`src/rtl/agc_gain_ctrl.sv`:
```
// agc_gain_ctrl: AGC gain scheduler.
// Tracks the peak sample magnitude over a window of 2^WIN_LOG2 accepted samples.
// In the one-cycle EVAL state it steps the gain down (attack) or up (release),
// using a target level with a hysteresis band and a hold-off after each attack.
// Ports:
//   clk, reset_not                 - clock, asynchronous active-low reset
//   enable                         - run control (low returns to IDLE)
//   smp_valid, smp_in              - sample strobe and signed 8-bit sample
//   target, hyst                   - target peak level and hysteresis half-band
//   atk_step, rel_step             - gain decrement / increment per window
//   freeze                         - only with AGC_FREEZE_EN: EVAL leaves gain and hold untouched
//   gain, gain_upd, peak, state    - gain, change pulse, running peak, FSM state
// Build option: define AGC_FREEZE_EN to add the freeze input.
module agc_gain_ctrl #(
  parameter int unsigned WIN_LOG2  = 4,
  parameter int unsigned HOLD_WIN  = 4,
  parameter logic [7:0]  GAIN_INIT = 8'h40,
  parameter logic [7:0]  GAIN_MIN  = 8'h01
) (
  input  logic       clk,
  input  logic       reset_not,
  input  logic       enable,
  input  logic       smp_valid,
  input  logic [7:0] smp_in,
  input  logic [7:0] target,
  input  logic [3:0] hyst,
  input  logic [3:0] atk_step,
  input  logic [3:0] rel_step,
`ifdef AGC_FREEZE_EN
  input  logic       freeze,
`endif
  output logic [7:0] gain,
  output logic       gain_upd,
  output logic [7:0] peak,
  output logic [1:0] state
);

  localparam int unsigned CNT_W  = WIN_LOG2 + 1;
  localparam int unsigned HOLD_W = (HOLD_WIN > 1) ? $clog2(HOLD_WIN + 1) : 1;
  localparam logic [CNT_W-1:0] WIN_LAST = CNT_W'((1 << WIN_LOG2) - 1);

  typedef enum logic [1:0] {
    IDLE = 2'd0,
    ACQ  = 2'd1,
    EVAL = 2'd2
  } state_e;

  state_e            state_q, state_d;
  logic [CNT_W-1:0]  cnt_q, cnt_d;
  logic [7:0]        peak_q, peak_d;
  logic [7:0]        gain_q, gain_d;
  logic [HOLD_W-1:0] hold_q, hold_d;
  logic              upd_q, upd_d;

  logic       frz;
  logic [7:0] mag;
  logic [8:0] hi;
  logic [7:0] lo;
  logic       lo_ok;
  logic       loud;
  logic       quiet;
  logic [8:0] dec_floor;
  logic [7:0] gain_dec;
  logic [8:0] inc_sum;
  logic [7:0] gain_inc;

`ifdef AGC_FREEZE_EN
  assign frz = freeze;
`else
  assign frz = 1'b0;
`endif

  always_comb begin
    // two's-complement negate; -128 wraps to 8'h80 which reads as 128 unsigned
    mag       = smp_in[7] ? (~smp_in + 8'd1) : smp_in;
    hi        = {1'b0, target} + {5'b0, hyst};
    lo_ok     = (target >= {4'b0, hyst});
    lo        = target - {4'b0, hyst};
    loud      = ({1'b0, peak_q} > hi);
    quiet     = lo_ok && (peak_q < lo);
    // gain - atk_step >= GAIN_MIN  <=>  gain >= atk_step + GAIN_MIN, avoids signed math
    dec_floor = {5'b0, atk_step} + {1'b0, GAIN_MIN};
    gain_dec  = ({1'b0, gain_q} < dec_floor) ? GAIN_MIN : (gain_q - {4'b0, atk_step});
    inc_sum   = {1'b0, gain_q} + {5'b0, rel_step};
    gain_inc  = inc_sum[8] ? 8'hFF : inc_sum[7:0];
  end

  always_ff @(posedge clk or negedge reset_not) begin
    if (!reset_not) state_q <= IDLE;
    else            state_q <= state_d;
  end

  always_comb begin
    state_d = state_q;
    case (state_q)
      IDLE: if (enable) state_d = ACQ;
      ACQ: begin
        if (!enable)                             state_d = IDLE;
        else if (smp_valid && cnt_q == WIN_LAST) state_d = EVAL;
      end
      EVAL:    state_d = enable ? ACQ : IDLE;
      default: state_d = IDLE;
    endcase
  end

  always_comb begin
    cnt_d  = cnt_q;
    peak_d = peak_q;
    gain_d = gain_q;
    hold_d = hold_q;
    upd_d  = 1'b0;
    case (state_q)
      IDLE: begin
        cnt_d  = '0;
        peak_d = '0;
      end
      ACQ: begin
        if (!enable) begin
          cnt_d  = '0;
          peak_d = '0;
        end else if (smp_valid) begin
          cnt_d  = cnt_q + CNT_W'(1);
          peak_d = (cnt_q == '0 || mag > peak_q) ? mag : peak_q;
        end
      end
      EVAL: begin
        if (enable) begin
          if (!frz) begin
            if (loud) begin
              gain_d = gain_dec;
              hold_d = HOLD_W'(HOLD_WIN);
            end else if (quiet) begin
              if (hold_q == '0) gain_d = gain_inc;
              else              hold_d = hold_q - HOLD_W'(1);
            end else if (hold_q != '0) begin
              hold_d = hold_q - HOLD_W'(1);
            end
          end
          // a sample arriving during EVAL opens the next window
          if (smp_valid) begin
            cnt_d  = CNT_W'(1);
            peak_d = mag;
          end else begin
            cnt_d  = '0;
            peak_d = '0;
          end
        end else begin
          cnt_d  = '0;
          peak_d = '0;
        end
        upd_d = (gain_d != gain_q);
      end
      default: ;
    endcase
  end

  always_ff @(posedge clk or negedge reset_not) begin
    if (!reset_not) begin
      cnt_q  <= '0;
      peak_q <= '0;
      gain_q <= GAIN_INIT;
      hold_q <= '0;
      upd_q  <= 1'b0;
    end else begin
      cnt_q  <= cnt_d;
      peak_q <= peak_d;
      gain_q <= gain_d;
      hold_q <= hold_d;
      upd_q  <= upd_d;
    end
  end

  assign gain     = gain_q;
  assign gain_upd = upd_q;
  assign peak     = peak_q;
  assign state    = state_q;

endmodule
```
`config.mk`:
```
export PLATFORM = sky130hd
export DESIGN_NAME = agc_gain_ctrl
export DESIGN_NICKNAME = d
export VERILOG_FILES = /design/src/rtl/agc_gain_ctrl.sv
export SDC_FILE = /design/constraint.sdc
export NUM_CORES = 1
export LEC_CHECK = 0
export BUFFER_PORTS_ARGS = -buffer_cell sky130_fd_sc_hd__buf_4
export CAP_MARGIN = 20
export CORE_UTILIZATION = 54
export CTS_BUF_LIST = sky130_fd_sc_hd__clkbuf_4
export CTS_CLUSTER_SIZE = 12
export DETAILED_ROUTE_END_ITERATION = 8
export GPL_ROUTABILITY_DRIVEN = 1
export PLACE_DENSITY = 0.76
export SLEW_MARGIN = 10
export SYNTH_ARGS = -nofsm -noshare
export SYNTH_HDL_FRONTEND = slang
export SYNTH_SLANG_ARGS = --single-unit
```
`constraint.sdc`:
```
create_clock -name clk -period 7.8 [get_ports clk]
set_clock_uncertainty 0.15 [all_clocks]
set_input_delay 0.78 -clock clk [delete_from_list [all_inputs] [get_ports clk]]
set_output_delay 0.78 -clock clk [all_outputs]
set_load 0.01 [all_outputs]
```
# After elaboration in Yosys (flattened, before gate mapping)
# Index checks and enable logic that the tools add are counted.
op_classes:
  n_mux: 29
  reduce_logical: 13
  addsub: 8
  n_bitwise: 1
  magnitude_cmp: 5
  eq_ne: 9
op_table:
  columns: ["op", "count"]
  rows:
  - ["2-to-1 mux 8 bit", 13]
  - ["one-hot mux 8 bit (3 select lines)", 1]
  - ["adder 8 x 4 -> 9 bit", 2]
  - ["subtractor 8 x 4 -> 8 bit", 2]
  - ["2-to-1 mux 5 bit", 3]
  - ["one-hot mux 5 bit (3 select lines)", 1]
  - ["2-to-1 mux 3 bit", 4]
  - ["inequality test 3 bit (second input constant)", 4]
  - ["greater-than comparator 8 x 9 -> 1 bit", 1]
  - ["nonzero test 3 bit", 3]
  - ["adder 8 x 1 -> 8 bit (second input constant)", 1]
  - ["greater-or-equal comparator 8 x 4 -> 1 bit", 1]
  - ["greater-than comparator 8 bit", 1]
  - ["< comparator 8 x 5 -> 1 bit", 1]
  - ["< comparator 8 bit", 1]
  - ["inequality test 8 bit", 1]
  - ["NOT 8 bit", 1]
  - ["2-to-1 mux 2 bit", 3]
  - ["one-hot mux 2 bit (3 select lines)", 1]
  - ["adder 4 x 1 -> 5 bit (second input constant)", 1]
  - ["adder 5 x 1 -> 5 bit (second input constant)", 1]
  - ["== test 5 x 4 -> 1 bit (second input constant)", 1]
  - ["logical NOT 5 bit", 1]
  - ["AND reduction 2 bit", 2]
  - ["11 further kinds", 14]
word_totals:
  word_cells: 71
  in_bits: 32
  out_inout_bits: 19
  ff_bits: 27

# Longest topological paths before layout
# Gate-level depths: netlist (run 1).
depth:
  depth_word: 9
  ltp_mapped: 19
  mapped_depth_nobuf: 18

# Worst setup path after synthesis (run 1)
# No wires, ideal clock.
synth_path:
  path_kind: "input -> register"
  start: "input target[0]"
  end: "register upd_q, in the netlist gain_upd"
  path_slack_ns: 4.051
  path_stages: 16
  setup_time_ns: 0.088
  t_required_ns: 7.562
  arrival_time_ns: 3.510
  path_cell_list: "ha_1 inv_1 fa_1 o21ba_1 a211oi_2 xnor2_1 ha_1 o211a_1 a211oi_1 a311oi_1 nor2b_1 buf_2 o21ai_1 o211ai_1 nor4_2 a41oi_1"
synth_between:
  elab_chain_cells: 9
synth_lines:
  columns: ["item", "line", "source"]
  rows:
  - ["start, declared", "25", "input logic [7:0] target,"]
  - ["subtractor 8 x 4 -> 8 bit", "78", "lo = target - {4'b0, hyst};"]
  - ["< comparator 8 bit", "80", "quiet = lo_ok && (peak_q < lo);"]
  - ["logical AND 1 bit", "80", null]
  - ["2-to-1 mux 8 bit", "132", "end else if (quiet) begin"]
  - ["2-to-1 mux 8 bit *", "129", "if (loud) begin"]
  - ["2-to-1 mux 8 bit *", "127", "if (enable) begin"]
  - ["2-to-1 mux 8 bit *", "112", "case (state_q)"]
  - ["inequality test 8 bit *", "151", "upd_d = (gain_d != gain_q);"]
  - ["2-to-1 mux 1 bit *", "112", null]
  - ["via upd_d", "53", "logic upd_q, upd_d;"]
  - ["end signal, assigned", "169", "upd_q <= upd_d;"]
  - ["end, declared", "53", null]
# The timed path passes the listed nets; every way through them passes the cells marked *. The select of a mux whose other input is x is not followed.
# A chain may end at the register's enable or synchronous reset.

# Worst setup path after layout (run 1)
layout_path:
  start: "input hyst[1]"
  end: "register upd_q, in the netlist gain_upd"
layout_between:
  elab_chain_cells: 9
layout_lines:
  columns: ["item", "line", "source"]
  rows:
  - ["start, declared", "26", "input logic [3:0] hyst,"]
  - ["subtractor 8 x 4 -> 8 bit", "78", null]
  - ["< comparator 8 bit", "80", null]
  - ["logical AND 1 bit", "80", null]
  - ["2-to-1 mux 8 bit", "132", null]
  - ["2-to-1 mux 8 bit *", "129", null]
  - ["2-to-1 mux 8 bit *", "127", null]
  - ["2-to-1 mux 8 bit *", "112", null]
  - ["inequality test 8 bit *", "151", null]
  - ["2-to-1 mux 1 bit *", "112", null]
  - ["via upd_d", "53", null]
# Marks and branches as above.

==> results of run 1 <==
[routing by layer]
layer	routed length, microns	vias up
met5	0	-
met4	166	0
met3	308	16
met2	3920	82
met1	3750	1522
li1	-	1631
[path summary, 6_finish.rpt]
check                                      start               endpoint  slack (ns)  cells past startpoint
max in group asynchronous              reset_not    gain[6]$_DFFE_PN1N_        7.04                      1
hold / removal                         reset_not    gain[7]$_DFFE_PN0N_        0.16                      1
setup / recovery                         hyst[1]     gain_upd$_DFF_PN0_        3.44                     18
min in group clk           hold_q[0]$_DFFE_PN0P_  hold_q[0]$_DFFE_PN0P_        0.34                      1
setup reg to reg             gain[1]$_DFFE_PN0N_     gain_upd$_DFF_PN0_        4.66                      9
hold reg to reg            hold_q[0]$_DFFE_PN0P_  hold_q[0]$_DFFE_PN0P_        0.34                      1
[stage by stage]
stage,setup WS [ns],instance area [sq um]
global placement,3.36,3840
detailed placement,3.14,3840
global route,3.05,3870
floorplan,4.05,3430
finish,3.44,3870
CTS,3.48,3870
[state kept, by name (all words and copies together), names as in the netlist]
name	flops
hold_q	3
state	2
cnt_q	5
gain_upd	1
gain	8
peak	8
[power breakdown]
group          total, mW  internal (mW)  switching [mW]
logic              0.746          0.321           0.425
registers          0.250          0.175          0.0747
clock network     0.0652         0.0193          0.0459
[logic make-up after synthesis]
| group | share of synthesized area (%) |
|---|---|
| compound gates | 23.4 |
| xor+xnor | 6.12 |
| fa+ha+maj | 22.7 |
| buf+inv | 7.47 |
| flops | 19.7 |
| mux | 0.947 |
| simple gates | 19.6 |
[final cells by class]
class	instances	area share [%]
clock buffer	3	0.582
multi-input combinational	345	64.6
sequential	27	17.5
timing repair buffer	51	9.90
inverter	50	4.85
clock inverter	1	0.129
tap	75	2.43
[layout by cell type (no fill, tap or decap), drive strengths merged, types with 5 or more instances in the layout]
cell type / instances
o21ai: 35
xor2: 6
nor3: 5
nor2b: 9
a31oi: 8
nand2b: 6
buf: 51
a21o: 7
nand2: 43
inv: 50
xnor2: 18
nor2: 27
o31ai: 6
nand4: 5
dfrtp: 26
nand3: 14
ha: 56
a21oi: 30
[worst max-delay path: cells and delay by family]
family / cells / cell delay [ns]
AOI/OAI and AO/OA: 7 / 1.43
xor gates and xnor gates: 1 / 0.10
adders and majority gates: 2 / 0.65
buffers and inverters: 3 / 0.22
and+or+nand+nor: 5 / 1.27
==> results by group, run 1 <==
Timing
  – Final Critical Period: 4.36 ns
  – Final period util: 55.9%
  – Hold_ws: 0.161 ns
  – Slew Viols, Final: 0
  – Final-report hold violation count: 0
  – Worst-margin pin slew: 0.803 ns
  – Fmax: 230 MHz
  – Rel. slew slack: 46.4%
  – RSZ-0062 raised after global routing: no
  – Post-Route Setup TNS: 0 ns
  – Setup violators final: 0

Setup path
  – CP endpoint kind: flop
  – Data required time of the worst path: roughly 8 ns
  – Crit-path cells: buf_4, inv_1, ha_1, inv_1, a21oi_1, nor2_1, nor2_1, nor2_1, o2111ai_1, xor2_1, ha_1, o211a_1, a211oi_1, a311oi_1, nor2b_1, nand3_1, a31o_1, a41oi_1
  – Max FO, Critical Path: 11
  – WS Path Type: in -> reg
  – Slowest CP cell: nor2b_1
  – Element type at the critical path start: primary input
  – Worst stage delay on the critical path: 0.71 ns
  – Most used cell along the critical path: nor2_1
  – CP arrival: 4.47 ns

Clocking
  – Clk_lat worst skew: 0.34 ns
  – Root buffer cell: clkbuf_4
  – Total CTS buffers: 3
  – # clock sinks: 27
  – Maximum root-to-sink buffer count: 2
  – Post-cts sizing count: 0
  – H-tree depth: 1
  – Worst-path clk slew: 0.16 ns
  – CTS tree: yes
  – Post-CTS setup buffers: 0
  – # hold bufs at CTS: 0

Pwr
  – Pleak: 1.84 nW
  – Pwr dens: 274 nW/um^2
  – Maximum vdd ir drop: 0.000155 V
  – Pwr Total: 1.06 mW

Worst hold path
  – Hold WC Path Type: in -> async

Global route
  – GRT met3 Usage: 1.89%
  – GRT met2 Usage: 46.3%
  – GRT overflow: 0
  – All-Layer GR Usage: 26.2%
  – Initial antenna violation count: 0
  – Top Usage Layer GRT: met2
  – Vias in the first global route: 3087
  – Largest net degree at the start of global routing: 28
  – Met1 Use GR: 33.6%
  – First-pass GRT wire length: 13700 microns

Synthesis
  – Most used DFF post-synth: dfrtp_1
  – Most frequent cell after synthesis: ha_1
  – Synth warn: 0
  – Post-synth net total: approximately 530
  – Avg Cell Area, Syn: 7.86 sq um
  – Dominant cell type by area after synthesis: ha_1
  – Netlist cell types: 63
  – Seq/Total Area, Yosys: 19.7%
  – Post-synth top area share: 20.4%
  – Post-synth EDFFs: 0
  – Mapped Cells: around 440
  – Synth async-reset ratio: 100%
  – Synth top area cells: ha_1, dfrtp_1, inv_1, nand2_1, xnor2_1
  – Post-synth top cells: ha_1, inv_1, nand2_1
  – Seq cells post-synth: 27
  – Netlist Area Pre-Place: 3430 sq um

Flow run
  – MaxCap Viol Count: 0

Cells and area
  – Non-filler cells in the finished layout: 552
  – Fraction of layout cells with a size suffix above 1: ~14%
  – Multi-input gate area: between 2000 and 2500 sq um
  – Register area: 677 sq um
  – Finished Core Util: 64.2%
  – Fillers: 565
  – Ant diodes: 0
  – Layout Nets: 570
  – Area grow syn2layout: 12.7%

Placed design
  – Number of I/O port buffers: 50
  – Cells after DPL: 548
  – Hpwl dp: 6450 microns
  – Placer Congestion: 0.900

Detailed routing
  – Routed WL: 8150 microns
  – DR WL/cell: ~15 microns
  – Iteration-0 DRC Markers: 165
  – DR DRC count: 0
  – Vias post-DR: 3251
  – Final ANT Viol Nets: 0
  – Vias per inst: 5.89
  – Drt pass-1 iters: 4

Floorplanning
  – Row count: 28
  – Initial core utilization: 57.0%
  – Core outline area: 6030 sq um
  – Ports: 51
  – Die area: 6680 sq um
  – Die W: 81.7 microns
  – Die H: roughly 80 microns

Status
  – Outcome: finished clean
Power figures use the tool's default switching activity.
==> run 2, diff against run 1 <==
- clock period: 7.8 -> 4.2 ns (I/O delays scaled with it)
==> run 2 against run 1 <==
Worst setup slack worse by 3.0 ns; global-route usage unchanged; via count grew 0.77%; total power rose by 85%; count of clock-buffer cells in the layout unchanged; sequential cell count unchanged; register-to-register slack got worse by 3.6 ns; design area rose by 0.65%; combinational power grew 86%; largest cell class unchanged; largest power group unchanged; highest routed layer unchanged.
==> results by group, run 2 (synthesized netlist as in run 1, its figures left out) <==
Status
  – Outcome: finished clean

Worst hold path
  – Hold WC Path Type: in -> reg
  – WHS Path Cells: 3
  – Worst Hold Launch: smp_in[0]
  – Worst Hold Path EP: peak[0]$_DFFE_PN0P_

Detailed routing
  – Iteration-0 DRC Markers: roughly 220
  – Routed WL: 8250 microns
  – Drt pass-1 iters: 4
  – DR WL/cell: 14.9 microns
  – DR DRC count: 0
  – Vias post-DR: 3276
  – Vias per inst: 5.90
  – Final ANT Viol Nets: 0

Setup path
  – Max FO, Critical Path: 6
  – WS Path Type: in -> reg
  – Critical path buffer and inverter count: 4
  – Most used cell along the critical path: nor2_1
  – Minimum setup slack among reg-to-reg paths: 1.06 ns
  – Reg-to-Reg End: gain_upd$_DFF_PN0_
  – Critical Path Stages: 18
  – CP endpoint kind: flop
  – CP arrival: 3.81 ns
  – Crit-path cells: buf_4, inv_1, ha_1, inv_1, a21oi_1, nor2_1, nor2_1, nor2_1, o2111ai_1, xor2_1, ha_1, o211a_1, a211oi_1, a311oi_1, nor2b_1, buf_4, o21ai_1, a22o_1
  – Element type at the critical path start: primary input
  – Slowest CP cell: nor2b_1
  – Register-to-Register Path Depth: 10
  – FF-to-FF Start: gain[1]$_DFFE_PN0N_
  – Data required time of the worst path: approximately 4.3 ns
  – Worst stage delay on the critical path: 0.49 ns
  – Delay-heaviest family, CP: compound AO/OA/AOI/OAI gates

Global route
  – First-pass GRT wire length: 13800 microns
  – Top Usage Layer GRT: met2
  – Initial antenna violation count: 0
  – Vias in the first global route: 3037
  – Met1 Use GR: 34.0%
  – GRT met3 Usage: 3.11%
  – GRT overflow: 0
  – Largest net degree at the start of global routing: 28
  – GRT met2 Usage: around 46%
  – All-Layer GR Usage: 26.2%

Clocking
  – Worst-path clk slew: 0.14 ns
  – CTS tree: yes
  – Clk_lat worst skew: 0.32 ns
  – Total CTS buffers: 3
  – # clock sinks: 27
  – Maximum root-to-sink buffer count: 2
  – Post-CTS setup buffers: 0
  – Root buffer cell: clkbuf_4
  – H-tree depth: 1

Pwr
  – Pleak: 1.86 nW
  – Pwr dens: 504 nW/um^2
  – Maximum vdd ir drop: 0.000285 V

Cells and area
  – Area grow syn2layout: 13.4%
  – Layout Nets: 573
  – Fraction of layout cells with a size suffix above 1: between 10% and 20%
  – Most frequent cells in the layout: ha_1, buf_4, inv_1
  – Commonest non-fill, non-tap cell in the layout: ha_1
  – Ant diodes: 0

Timing
  – Setup violators final: 0
  – RSZ-0062 raised after global routing: no
  – Hold_ws: 0.259 ns
  – Post-Route Setup TNS: 0 ns
  – Rel. slew slack: 45.4%
  – Slew Viols, Final: 0
  – Final Critical Period: 3.73 ns
  – Fmax: 268 MHz
  – Final period util: 88.9%
  – Final-report hold violation count: 0
  – Worst-margin pin slew: 0.818 ns

Floorplanning
  – Die H: 81.7 microns
  – Die W: 81.7 microns
  – Die area: around 6700 sq um
  – Ports: 51
  – Initial core utilization: between 50% and 60%
  – Core outline area: roughly 6000 sq um
  – Row count: 28

Flow run
  – MaxCap Viol Count: 0

Placed design
  – Placer Congestion: 0.997
  – Number of I/O port buffers: 50
  – Hpwl dp: 6630 microns
-- run 2: cell count changes in the layout (fill, tap and decap cells not counted), sizes merged --
cell,change
buf,+2
dlygate4sd3,+1
-- run 2: worst register-to-register path: cells and delay by family (launching register included) --
kind	cells	cell delay (ns)
simple gates	3	0.58
fa+ha+maj	1	0.47
flops	1	0.61
compound gates	5	1.07
buf+inv	1	0.19
-- run 2: metal layers --
metal	routed length [microns]	share of wire [%]
met5	0	0
met4	148	1.8
met3	323	3.9
met2	3940	48
met1	3830	46
-- run 2: worst max path at each step --
stage | from | to | slack (ns)
6_report | hyst[1] | gain[2]$_DFFE_PN0N_ | 0.47
2_1_floorplan | target[0] | gain_upd$_DFF_PN0_ | 0.81
3_5_place_dp | target[0] | gain[2]$_DFFE_PN0N_ | 0.19
3_3_place_gp | target[0] | gain[2]$_DFFE_PN0N_ | 0.32
5_1_grt | hyst[1] | gain[2]$_DFFE_PN0N_ | 0.21
4_1_cts | target[0] | gain[2]$_DFFE_PN0N_ | 0.53
-- run 2: per-stage QoR --
| stage | total power, mW | area [sq um] | setup slack, ns | utilization (%) | cells |
|---|---|---|---|---|---|
| 6_report | 1.96 | 3890 | 0.466 | 64.6 | 555 |
| 5_1_grt | 2.15 | 3890 | 0.213 | 64.6 | 555 |
| 4_1_cts | 1.95 | 3890 | 0.534 | 64.6 | 555 |
| 3_5_place_dp | 1.83 | 3860 | 0.188 | 64.0 | 550 |
| 3_3_place_gp | 1.82 | 3860 | 0.323 | 64.0 | 550 |
| 2_1_floorplan | 1.43 | 3430 | 0.811 | - | 437 |
-- run 2: area by class of cell --
type                       count  area (sq um)
inverter                      50           188
multi-input combinational    345          2500
clock buffer                   3          22.5
fill                         537          2130
timing repair buffer          54           408
tap                           75          93.8
clock inverter                 1          5.00
sequential                    27           677
-- run 2: what timing repair did --
action | 4_1_cts | 5_1_grt
hold buffers | 1 | 0
endpoints found under the hold margin | 26 | 0
resized for setup | 0 | 0
-- run 2: where the power goes --
| part | switching (mW) | internal, mW |
|---|---|---|
| sequential | 0.141 | 0.326 |
| clock | 0.0753 | 0.0357 |
| combinational | 0.790 | 0.597 |
| total | 1.01 | 0.958 |
==> run 3, diff against run 2 <==
- CELL_PAD_IN_SITES_DETAIL_PLACEMENT: not set -> 2
- CELL_PAD_IN_SITES_GLOBAL_PLACEMENT: not set -> 2
- CORE_UTILIZATION: 54 -> 38
- PLACE_DENSITY: 0.76 -> not set
- PLACE_DENSITY_LB_ADDON: not set -> 0.1
- clock period: 4.2 -> 4.65 ns (I/O delays scaled with it)
==> run 3 against run 2 <==
Utilization is 19 points lower; hold slack better by 0.045 ns; highest routed layer unchanged; cell count is 5.9% higher; via count rose by 4.1%; non-clock buffer count stayed put; sequential share of layout area down 0.18 points; critical path depth up 2; global-route usage fell by 2.2 points; sequential power decreased by 8.6%; combinational power down 5%; sequential cell count unchanged.
==> results by group, run 3 (synthesized netlist as in run 1, its figures left out) <==
Cells and area
  – Finished Core Util: approximately 45%
  – Most frequent cells in the layout: ha_1, buf_4, inv_1
  – Area grow syn2layout: 14.6%
  – Ant diodes: 0
  – Fillers: slightly above 1000
  – Register area: between 600 and 700 sq um
  – Layout Nets: roughly 570
  – Commonest non-fill, non-tap cell in the layout: ha_1
  – Multi-input gate area: 2500 sq um
  – Fraction of layout cells with a size suffix above 1: between 10% and 20%

Worst hold path
  – Hold WC Path Type: in -> reg

Setup path
  – CP endpoint: gain_upd$_DFF_PN0_
  – Crit-path cells: buf_4, inv_1, ha_1, inv_1, a21oi_1, nor2_1, nor2_1, nor2_1, o2111ai_1, xor2_1, ha_1, o211a_1, a211oi_1, a311oi_1, nand3b_1, buf_4, or3_1, o211ai_1, nor4_2, a41oi_1
  – Data required time of the worst path: between 4 and 5 ns
  – Most used cell along the critical path: nor2_1
  – WS Path Type: in -> reg
  – Worst Setup SP: hyst[1]
  – Max FO, Critical Path: 10
  – Critical Path Stages: 20
  – Delay-heaviest family, CP: compound AO/OA/AOI/OAI gates
  – CP endpoint kind: flop
  – Element type at the critical path start: primary input
  – Critical path buffer and inverter count: 4
  – Register-to-Register Path Depth: 10
  – Minimum setup slack among reg-to-reg paths: 1.28 ns
  – FF-to-FF Start: gain[1]$_DFFE_PN0N_
  – CP arrival: 4.03 ns
  – Reg-to-Reg End: gain_upd$_DFF_PN0_
  – Worst stage delay on the critical path: 0.43 ns
  – Slowest CP cell: a311oi_1

Detailed routing
  – Iteration-0 DRC Markers: 96
  – Final ANT Viol Nets: 0
  – DR WL/cell: 18.4 microns
  – WL met2: between 5000 and 6000 microns
  – Drt pass-1 iters: 4
  – Routed WL: between 10000 and 15000 microns
  – Vias post-DR: ~3400
  – Vias per inst: 5.80
  – DR DRC count: 0
  – M1 wire length: 4860 microns
  – Routed met3 length: approximately 260 microns
  – Highest metal used: met4

Clocking
  – Worst-path clk slew: ~0.17 ns
  – Post-cts sizing count: 0
  – Root buffer cell: clkbuf_4
  – # clock sinks: 27
  – Maximum root-to-sink buffer count: 2
  – Post-CTS setup buffers: 0
  – CTS tree: yes
  – H-tree depth: 1
  – # hold bufs at CTS: 1
  – Total CTS buffers: 3
  – Clk_lat worst skew: 0.35 ns

Floorplanning
  – Core outline area: 8720 sq um
  – Ports: 51
  – Die W: 97.1 microns
  – Die area: 9420 sq um
  – Die H: 97.1 microns
  – Row count: 34
  – Initial core utilization: between 30% and 40%

Pwr
  – Maximum vdd ir drop: 0.000161 V
  – Pleak: 1.86 nW
  – Pwr dens: 472 nW/um^2

Timing
  – Worst Setup Slack, final: 0.750 ns
  – Final-report hold violation count: 0
  – Hold_ws: 0.304 ns
  – Setup violators final: 0
  – Final period util: 83.9%
  – Slew Viols, Final: 0
  – Worst-margin pin slew: just under 0.8 ns
  – Fmax: roughly 260 MHz
  – RSZ-0062 raised after global routing: no
  – Rel. slew slack: 48.0%
  – Post-Route Setup TNS: 0 ns
  – Final Critical Period: 3.90 ns

Placed design
  – Number of I/O port buffers: 50
  – Setup slack after placement: 0.376 ns
  – Hpwl dp: 8970 microns
  – Placer Congestion: 0.812

Global route
  – All-Layer GR Usage: 24.0%
  – Initial antenna violation count: 0
  – GRT overflow: 0
  – Vias in the first global route: 3800
  – Largest net degree at the start of global routing: 28
  – First-pass GRT wire length: 18600 microns

Flow run
  – MaxCap Viol Count: 0

Status
  – Outcome: finished clean
## run 3: cell counts in the layout (fill, tap and decap cells not counted)
Identical to the previous run, type by type.
## run 3: metrics by stage
step	instances	power [mW]	area (sq um)
2_1_floorplan	437	1.29	3430
3_3_place_gp	583	1.70	3900
3_5_place_dp	583	1.75	3900
4_1_cts	588	1.88	3940
5_1_grt	588	2.04	3940
6_report	588	1.86	3940
## run 3: per-layer routing
metal	GRT usage (%)	up-vias
met4	3.79	0
met3	2.52	10
met5	0	-
met1	28.9	1713
li1	-	1637
met2	46.0	51
## run 3: cell type report
| type | instances | area share [%] |
|---|---|---|
| Multi-Input combinational cell | 345 | 63.5 |
| Sequential cell | 27 | 17.2 |
| Timing Repair Buffer | 54 | 10.4 |
| Inverter | 50 | 4.77 |
| Tap cell | 108 | 3.43 |
| Clock buffer | 3 | 0.572 |
| Clock inverter | 1 | 0.127 |
## run 3: worst reg2reg max path: stages (launching register included)
cell	delay, ns
dfrtp_1	0.61
inv_1	0.21
fa_1	0.49
nand2b_1	0.19
a21oi_1	0.46
nand2_1	0.35
a21oi_1	0.23
a31oi_1	0.06
a31oi_1	0.23
nor3_1	0.09
a41oi_1	0.25
## run 3: power breakdown
part,switching [mW],leakage (nW),internal [mW]
registers,0.132,0.357,0.294
logic,0.778,1.48,0.544
clock network,0.0787,0.0177,0.0324
## run 3: worst min path at each step
| stage | from | end | slack, ns | cells past startpoint |
|---|---|---|---|---|
| global route | enable | cnt_q[1]$_DFFE_PN0P_ | 0.31 | 3 |
| finish | smp_in[0] | peak[0]$_DFFE_PN0P_ | 0.30 | 3 |
| global placement | reset_not | gain[5]$_DFFE_PN0N_ | 0.26 | 1 |
| detailed placement | reset_not | gain[5]$_DFFE_PN0N_ | 0.26 | 1 |
| CTS | smp_in[0] | peak[0]$_DFFE_PN0P_ | 0.31 | 3 |
| floorplan | reset_not | cnt_q[0]$_DFFE_PN0P_ | 0.02 | 0 |
